File: config.mk
export PLATFORM = sky130hd
export DESIGN_NAME = mux8way_rr
export DESIGN_NICKNAME = d
export VERILOG_FILES = /design/src/rtl/mux8way_rr.sv
export SDC_FILE = /design/constraint.sdc
export NUM_CORES = 1
export LEC_CHECK = 0
export CAP_MARGIN = 20
export CORE_AREA = 5 5 100 102
export CTS_BUF_LIST = sky130_fd_sc_hd__clkbuf_4 sky130_fd_sc_hd__clkbuf_8
export DETAILED_ROUTE_END_ITERATION = 10
export DIE_AREA = 0 0 105 107
export PLACE_DENSITY = 0.79
export SETUP_SLACK_MARGIN = 0.1
export SLEW_MARGIN = 25
export SYNTH_ARGS = -nofsm -noshare
export SYNTH_HDL_FRONTEND = slang
export SYNTH_SLANG_ARGS = --single-unit
File: constraint.sdc
create_clock -name clk -period 4.93 [get_ports clk]
set_clock_uncertainty 0.05 [all_clocks]
set_input_delay 0.7395 -clock clk [delete_from_list [all_inputs] [get_ports clk]]
set_output_delay 0.7395 -clock clk [all_outputs]
set_load 0.02 [all_outputs]
File: src/rtl/mux8way_rr.sv
// Eight valid/ready sources round-robin arbitrated into one registered, source-tagged output.
// Define MUX8WAY_RR_LOCK_EN to keep packets (in_last-terminated) from different sources contiguous.
module mux8way_rr #(
    parameter int WIDTH = 16
) (
    input  logic                 clk,
    input  logic                 rst,
    input  logic [7:0]           in_valid,
    input  logic [8*WIDTH-1:0]   in_data,
    input  logic [7:0]           in_last,
    output logic [7:0]           in_ready,
    output logic                 out_valid,
    output logic [WIDTH-1:0]     out_data,
    output logic [2:0]           out_sel,
    input  logic                 out_ready
);

    logic [2:0]       ptr_reg;
    logic             out_valid_reg;
    logic [WIDTH-1:0] out_data_reg;
    logic [2:0]       out_sel_reg;

    logic [WIDTH-1:0] words [8];
    logic [7:0]       elig;
    logic [7:0]       rot;
    logic             found;
    logic [2:0]       win_off;
    logic [2:0]       win_idx;
    logic             slot_free;
    logic             take;

    genvar gi;
    generate
        for (gi = 0; gi < 8; gi++) begin : g_words
            assign words[gi] = in_data[gi*WIDTH +: WIDTH];
        end
    endgenerate

`ifdef MUX8WAY_RR_LOCK_EN
    logic       lock_reg;
    logic [2:0] lock_ch_reg;

    // A locked channel is the only candidate, whether or not it is valid right now.
    assign elig = lock_reg ? (in_valid & (8'b1 << lock_ch_reg)) : in_valid;
`else
    logic [7:0] unused_last;

    assign unused_last = in_last;
    assign elig        = in_valid;
`endif

    // rot[k] is the eligibility of channel ptr+k, so the lowest set bit wins.
    generate
        for (gi = 0; gi < 8; gi++) begin : g_rot
            assign rot[gi] = elig[ptr_reg + 3'(gi)];
        end
    endgenerate

    always_comb begin
        found   = 1'b0;
        win_off = 3'd0;
        for (int k = 7; k >= 0; k--) begin
            if (rot[k]) begin
                found   = 1'b1;
                win_off = 3'(k);
            end
        end
    end

    assign win_idx   = ptr_reg + win_off;
    assign slot_free = !out_valid_reg || out_ready;
    // Nothing is accepted during reset, since the captured word would be thrown away.
    assign in_ready  = (found && slot_free && !rst) ? (8'b1 << win_idx) : 8'b0;
    assign take      = |in_ready;

    always_ff @(posedge clk) begin
        if (rst) begin
            ptr_reg       <= 3'd0;
            out_valid_reg <= 1'b0;
            out_data_reg  <= '0;
            out_sel_reg   <= 3'd0;
`ifdef MUX8WAY_RR_LOCK_EN
            lock_reg      <= 1'b0;
            lock_ch_reg   <= 3'd0;
`endif
        end else if (take) begin
            out_valid_reg <= 1'b1;
            out_data_reg  <= words[win_idx];
            out_sel_reg   <= win_idx;
`ifdef MUX8WAY_RR_LOCK_EN
            // The pointer moves on only once the whole packet has gone through.
            if (in_last[win_idx]) begin
                lock_reg <= 1'b0;
                ptr_reg  <= win_idx + 3'd1;
            end else begin
                lock_reg    <= 1'b1;
                lock_ch_reg <= win_idx;
            end
`else
            ptr_reg <= win_idx + 3'd1;
`endif
        end else if (out_valid_reg && out_ready) begin
            out_valid_reg <= 1'b0;
        end
    end

    assign out_valid = out_valid_reg;
    assign out_data  = out_data_reg;
    assign out_sel   = out_sel_reg;

endmodule

[After elaboration in Yosys (flattened, before gate mapping)]
Index checks and enable logic that the tools add are counted.
Operators by class
  bitwise logic cells: 1
  order comparisons: 9
  add/sub/neg operators: 9
  $mul: 0
  muxes and demuxes: 38
  div/mod/pow operators: 0
  equality and inequality tests: 0
  reductions and logical operators: 8
  shift operators: 1
Operator list (count)
  16-bit binary-select mux with 3-bit select: 1
  3-bit by 4-bit < comparator with 1-bit output, second input constant: 8
  16-bit 2-to-1 mux: 2
  1-bit binary-select mux with 3-bit select: 8
  3-bit 2-to-1 mux: 8
  1-bit 2-to-1 mux: 18
  3-bit adder, second input constant: 4
  8-bit 2-to-1 mux: 1
  8-bit OR reduction: 1
  1-bit by 3-bit << shifter with 8-bit output, first input constant: 1
  3-bit by 1-bit adder with 3-bit output, second input constant: 2
  3-bit by 2-bit adder with 3-bit output, second input constant: 2
  4-bit >= comparator, second input constant: 1
  3-bit NOT with 4-bit output: 1
  3-bit adder: 1
  1-bit logical AND: 3
  1-bit logical NOT: 2
  2-bit nonzero test: 1
  1-bit logical OR: 1
Word-level totals
  latch bits: 0
  memories kept: 0
  ROM bits: 0
  logic and storage cells: 70
  input port bits: 147
  output and inout port bits: 28
  RAM bits: 0
  register bits: 23

[Longest topological paths before layout]
  word-level depth: 16
  gate-level depth with buffers: 25
  gate-level depth less buffers: 21

[Worst setup path before layout]
Ideal clock, no wire load.
  path type: register -> output
  from: register ptr_reg[1]
  to: output in_ready[6]
  stages on the path, launching flop included: 18
  arrival time: 4.123 ns
  buffers on the path: 4
  required time: 4.141 ns
  slack: 0.018 ns
  cell sequence: dfxtp_1 buf_2 inv_1 ha_1 buf_2 mux2i_1 a21oi_1 o31a_1 a211oi_1 o21ai_0 nand2_1 a31oi_1 ha_1 inv_1 fa_1 clkbuf_1 clkbuf_1 nor4b_1
Between the ends
  longest elaborated chain between the ends: 14
  elaborated cells on any way between the ends: 44
  classes of those cells: add/sub: 8; shift: 1; mux: 33; reduce/logical: 2
RTL lines
  from (decl): RTL line 18  | logic [2:0] ptr_reg;
  from (signal assigned): RTL line 100  | ptr_reg <= win_idx + 3'd1;
  3-bit adder: RTL line 55  | assign rot[gi] = elig[ptr_reg + 3'(gi)];
  1-bit binary-select mux with 3-bit select: RTL line 55
  1-bit 2-to-1 mux (not written as such): RTL line 55
  3-bit 2-to-1 mux / 1-bit 2-to-1 mux (equally long branches) (8 in a row): RTL line 63  | if (rot[k]) begin
  3-bit adder / 1-bit logical AND (equally long branches): RTL line 70, 73
  1-bit by 3-bit << shifter with 8-bit output / 1-bit logical AND (equally long branches): RTL line 73  | assign in_ready = (found && slot_free && !rst) ? (8'b1 << win_idx) : 8'b0;
  8-bit 2-to-1 mux (*): RTL line 73
  to (decl): RTL line 11  | output logic [7:0] in_ready,
Every way passes the cells marked *; elsewhere a longest branch is shown, timed or not. The select of a mux whose other input is x is not followed.

[Final worst setup path]
  from: input in_valid[4]
  to: output in_ready[3]
Between the ends
  longest elaborated chain between the ends: 13
  elaborated cells on any way between the ends: 37
  classes of those cells: add/sub: 1; shift: 1; mux: 33; reduce/logical: 2
RTL lines
  from (decl): RTL line 8  | input logic [7:0] in_valid,
  1-bit binary-select mux with 3-bit select: RTL line 55
  1-bit 2-to-1 mux (not written as such): RTL line 55
  3-bit 2-to-1 mux / 1-bit 2-to-1 mux (equally long branches) (8 in a row): RTL line 63
  3-bit adder / 1-bit logical AND (equally long branches): RTL line 70, 73
  1-bit by 3-bit << shifter with 8-bit output / 1-bit logical AND (equally long branches): RTL line 73
  8-bit 2-to-1 mux (*): RTL line 73
Marks and branches as above.

==> results by stage <==
Clock tree:
- The cell at the root of the clock tree is sky130_fd_sc_hd__clkbuf_8.
- TritonCTS built the clock tree.
- The CTS buffer count is 3.
- The clock latency at the later pin of the worst-skew pair is 0.26 ns.
- Clock-pin slew was measured on the worst setup and hold paths at 0.09 ns.
- The hold-fix buffer count after cts is 0.
- The number of sinks driven by the clock tree is 23.
- CTS built an H-tree with a depth of 1.
- The maximum buffer depth of the clock tree is 2.

Hold path:
- Counting instances, the worst hold path has a depth of 1.
- The tightest min-delay check is of the register to register type.

Logic synthesis:
- The number of nets produced by synthesis is about 400.
- After synthesis, the largest family of logic cells by area is multiplexers.
- For this run, the number of Yosys warnings is 0.
- Of the total synthesized cell area, the portion taken by XOR and XNOR cells is 0.02407.
- In the synthesized netlist the async set-or-reset flop fraction comes to 0.
- The flip-flop and latch count after synthesis is 23.
- The biggest area consumer among synthesized cells is sky130_fd_sc_hd__mux4_2.
- Synthesis handed over a netlist of about 240 instances.
- In this run the cell area of the synthesized design comes to around 2600 µm².
- The complex-gate fraction of the synthesized area is 0.1541.
- The basic-gate share of the synthesized area counting and, or, nand and nor cells is 0.1107.
- In the synthesized netlist the dominant register cell turns out to be sky130_fd_sc_hd__dfxtp_1.
- The sequential element share of the synthesized area is 0.1772.
- Of the post-synthesis cell area, the dominant cell type holds 0.3293.
- The post-synthesis mux area share is 0.4492.
- Yosys attributes the largest share of cell area to sky130_fd_sc_hd__mux4_2 (33%), sky130_fd_sc_hd__dfxtp_1 (18%), sky130_fd_sc_hd__mux2i_1 (12%), sky130_fd_sc_hd__a21oi_1 (4.0%), sky130_fd_sc_hd__o21ai_0 (3.7%).
- The synthesized design contains 0 enable-type register cells.
- The mean cell area of the mapped netlist is 10.65 µm².
- Synthesis instantiated 46 different standard cells from the library.
- The adder-cell area share of the yosys netlist is 0.02696.

STA:
- The count of pins over their slew limit is 0.
- Derived from the worst setup path, the maximum achievable clock frequency is 0.2179 GHz.
- The measured slew at the worst slew-check pin is 0.4965 ns.
- The number of failing hold endpoints at the final stage was 0.
- Setup violations remaining at the end of the flow were counted as 0.
- Setup repair after global routing left no endpoint under its margin.
- In this run the tightest slew margin relative to its limit is 0.6687.
- In the finished design, the share of the clock period the worst path needs comes to 0.9307.
- After layout, the minimum clock period comes to around 4.6 ns.
- The worst hold slack is 0.4580 ns.

Power:
- The power share of the combinational group is 0.867.
- The switching power is 1.337 mW.
- Power spread over the standard cell area amounts to 644.2 nW/µm².
- The total internal power is 1.746 mW.
- The analysis attributes to cell leakage a power of 1.820 nW.
- The worst-case IR drop observed on VDD is 0.2508 mV.
- The switching power as a share of total power is 0.4337.
- The sequential share of power is 0.094.
- Of the total power, the clock network draws 0.039.

GRT:
- The initial antenna violation count came to 0.
- Across every metal layer, demand over resource in global routing totals 0.1637.
- The via count of the first global-routing pass was 3053.
- The first global-routing pass estimated 15020 µm of wire.
- The maximum number of pins on one net before global-route repair is 26.
- The overflow left after global routing is 0.

Finish:
- The number of filler cells placed in the layout is 812.
- The area occupied by multi-input gates is 2117 µm².
- The commonest non-fill, non-tap cell in the layout is sky130_fd_sc_hd__clkdlybuf4s50_1.
- Of the cells placed in the final design, the portion with a size suffix greater than 1 is 0.2736.
- The number of flip-flops under the largest register name is 16.
- In the layout the commonest cells are sky130_fd_sc_hd__clkdlybuf4s50_1 (150), sky130_fd_sc_hd__buf_4 (43), sky130_fd_sc_hd__mux4_2 (38), sky130_fd_sc_hd__mux2i_1 (27), sky130_fd_sc_hd__dfxtp_1 (23).
- Across the whole layout, storage elements account for 460.4 µm².
- The number of antenna diodes in the final layout is 0.
- At the end of the flow, the number of nets in the layout was 588.
- The area of all placed cells without fillers is around 4800 µm².
- Relative to the synthesized area, the layout overhead comes to 84.16%.

Worst setup path:
- The required time at the worst-slack endpoint is 4.14 ns.
- The depth of the worst register-to-register path is 19.
- Data arrives at the worst endpoint at 3.80 ns.
- The maximum fanout along the worst path is 5.
- The worst setup path is captured at an output port.
- The worst setup path is of the input port to output port kind.
- The worst setup path is launched from an input port.

Floorplan:
- The die span in x is 105 µm.
- The placeable core region is approximately 9000 µm².
- The initialized floorplan defines 35 standard-cell rows.
- The number of top-level design ports is 175.
- The area enclosed by the die boundary is around 11000 µm².
- The starting utilization of the core area is 0.2881.
- The chip height is 107 µm.

Flow run:
- The max-capacitance violation count is 0.

Outcome:
- The flow ran to the end, and the final reports show no timing, DRC or antenna violations.

Routing:
- The pre-antenna-repair detailed-routing pass consisted of 4 iterations.
- The final route contains 2888 vias.
- After detailed routing, the average wire length per cell comes to 18.22 µm.
- The count of nets left with antenna violations once routing finished came out at 0.
- After detailed routing, the number of vias per cell comes to 5.289.
- The overall routed net length is 9947 µm.
- The remaining design rule violation count is 0.
- The number of violations reported at the end of detailed-routing iteration 0 is 93.

Place:
- Routability-driven placement finished with a final weighted congestion of 0.8189.
- The HPWL after detailed placement is about 8400 µm.
- The count of input and output buffers is ~170.
- The post-detailed-placement cell area is 4614 µm².
[cells by family after synthesis]
group / count (synthesis)
DFF: 23
AOI/OAI and AO/OA: 60
and+or+nand+nor: 53
buffers and inverters: 29
muxes: 69
adders and majority gates: 5
xor gates and xnor gates: 5
[cell usage after synthesis (4+ instances only)]
cell type,n
sky130_fd_sc_hd__a21oi_1,21
sky130_fd_sc_hd__a31oi_1,4
sky130_fd_sc_hd__and4_1,4
sky130_fd_sc_hd__buf_2,6
sky130_fd_sc_hd__clkbuf_1,11
sky130_fd_sc_hd__dfxtp_1,23
sky130_fd_sc_hd__ha_1,4
sky130_fd_sc_hd__inv_1,6
sky130_fd_sc_hd__mux2i_1,30
sky130_fd_sc_hd__mux4_2,38
sky130_fd_sc_hd__nand2_1,11
sky130_fd_sc_hd__nand3_1,8
sky130_fd_sc_hd__nor2_1,13
sky130_fd_sc_hd__o21ai_0,19
[metrics by stage]
stage               std cells    util  setup slack, ns  total power, mW  setup TNS (ns)
finish                    546  0.5305           0.3418            3.083               0
detailed placement        536  0.5115          -0.5911            2.876          -4.075
global placement          536  0.5115          -0.4268            2.835          -2.855
CTS                       541  0.5157          0.03028            3.007               0
floorplan                 244       -          0.03143            2.084               0
global route              546  0.5305          0.02528            3.319               0
[power by group through the flow]
stage / combinational (mW) / clock (mW) / sequential, mW
2_1_floorplan: 1.72 / 0 / 0.360
3_3_place_gp: 2.54 / 0 / 0.292
3_5_place_dp: 2.58 / 0 / 0.294
4_1_cts: 2.59 / 0.123 / 0.291
5_1_grt: 2.89 / 0.133 / 0.300
6_report: 2.67 / 0.121 / 0.290
[routing by layer]
| metal | up-vias | share of wire | global-route usage |
|---|---|---|---|
| met5 | - | 0 | 0 |
| met4 | 0 | 0.023 | 0.05114 |
| met3 | 18 | 0.077 | 0.03733 |
| met2 | 141 | 0.53 | 0.3044 |
| met1 | 1367 | 0.37 | 0.1841 |
| li1 | 1362 | - | - |
[final cells by class]
class,instances,area share
tap,111,0.02902
multi-input combinational,193,0.4424
timing repair buffer,209,0.4180
clock inverter,1,0.001046
clock buffer,3,0.008627
sequential,23,0.09621
inverter,6,0.004706
[critical path, stage by stage]
cell and delay (ns):
sky130_fd_sc_hd__dlymetal6s2s_1 0.13, sky130_fd_sc_hd__mux4_2 0.49, sky130_fd_sc_hd__o221ai_2 0.24, sky130_fd_sc_hd__o31a_1 0.18, sky130_fd_sc_hd__a211oi_1 0.05, sky130_fd_sc_hd__o21ai_1 0.15, sky130_fd_sc_hd__nand2_1 0.07, sky130_fd_sc_hd__a31oi_1 0.14
sky130_fd_sc_hd__ha_2 0.18, sky130_fd_sc_hd__inv_1 0.06, sky130_fd_sc_hd__fa_2 0.42, sky130_fd_sc_hd__buf_4 0.15, sky130_fd_sc_hd__a21oi_2 0.18, sky130_fd_sc_hd__nand3_4 0.14, sky130_fd_sc_hd__buf_4 0.16, sky130_fd_sc_hd__nor3b_2 0.14
sky130_fd_sc_hd__buf_2 0.18
[what timing repair did]
item,CTS,global route
buffers inserted,1,4
pin swaps,1,9
gates cloned,0,1
gates resized for setup,41,24
setup endpoints to repair,8,8
hold endpoints to repair,0,0
[worst paths after layout]
path / startpoint / end / slack (ns)
worst max-delay path: in_valid[4] / in_ready[3] / 0.34
worst min-delay path: out_sel[1]$_SDFFE_PP0P_ / out_sel[1]$_SDFFE_PP0P_ / 0.46
worst max register to register: ptr_reg[1]$_SDFFE_PP0P_ / out_sel[0]$_SDFFE_PP0P_ / 0.74
worst min register to register: out_sel[1]$_SDFFE_PP0P_ / out_sel[1]$_SDFFE_PP0P_ / 0.46
Note: power is estimated with default switching activity, not from simulation.
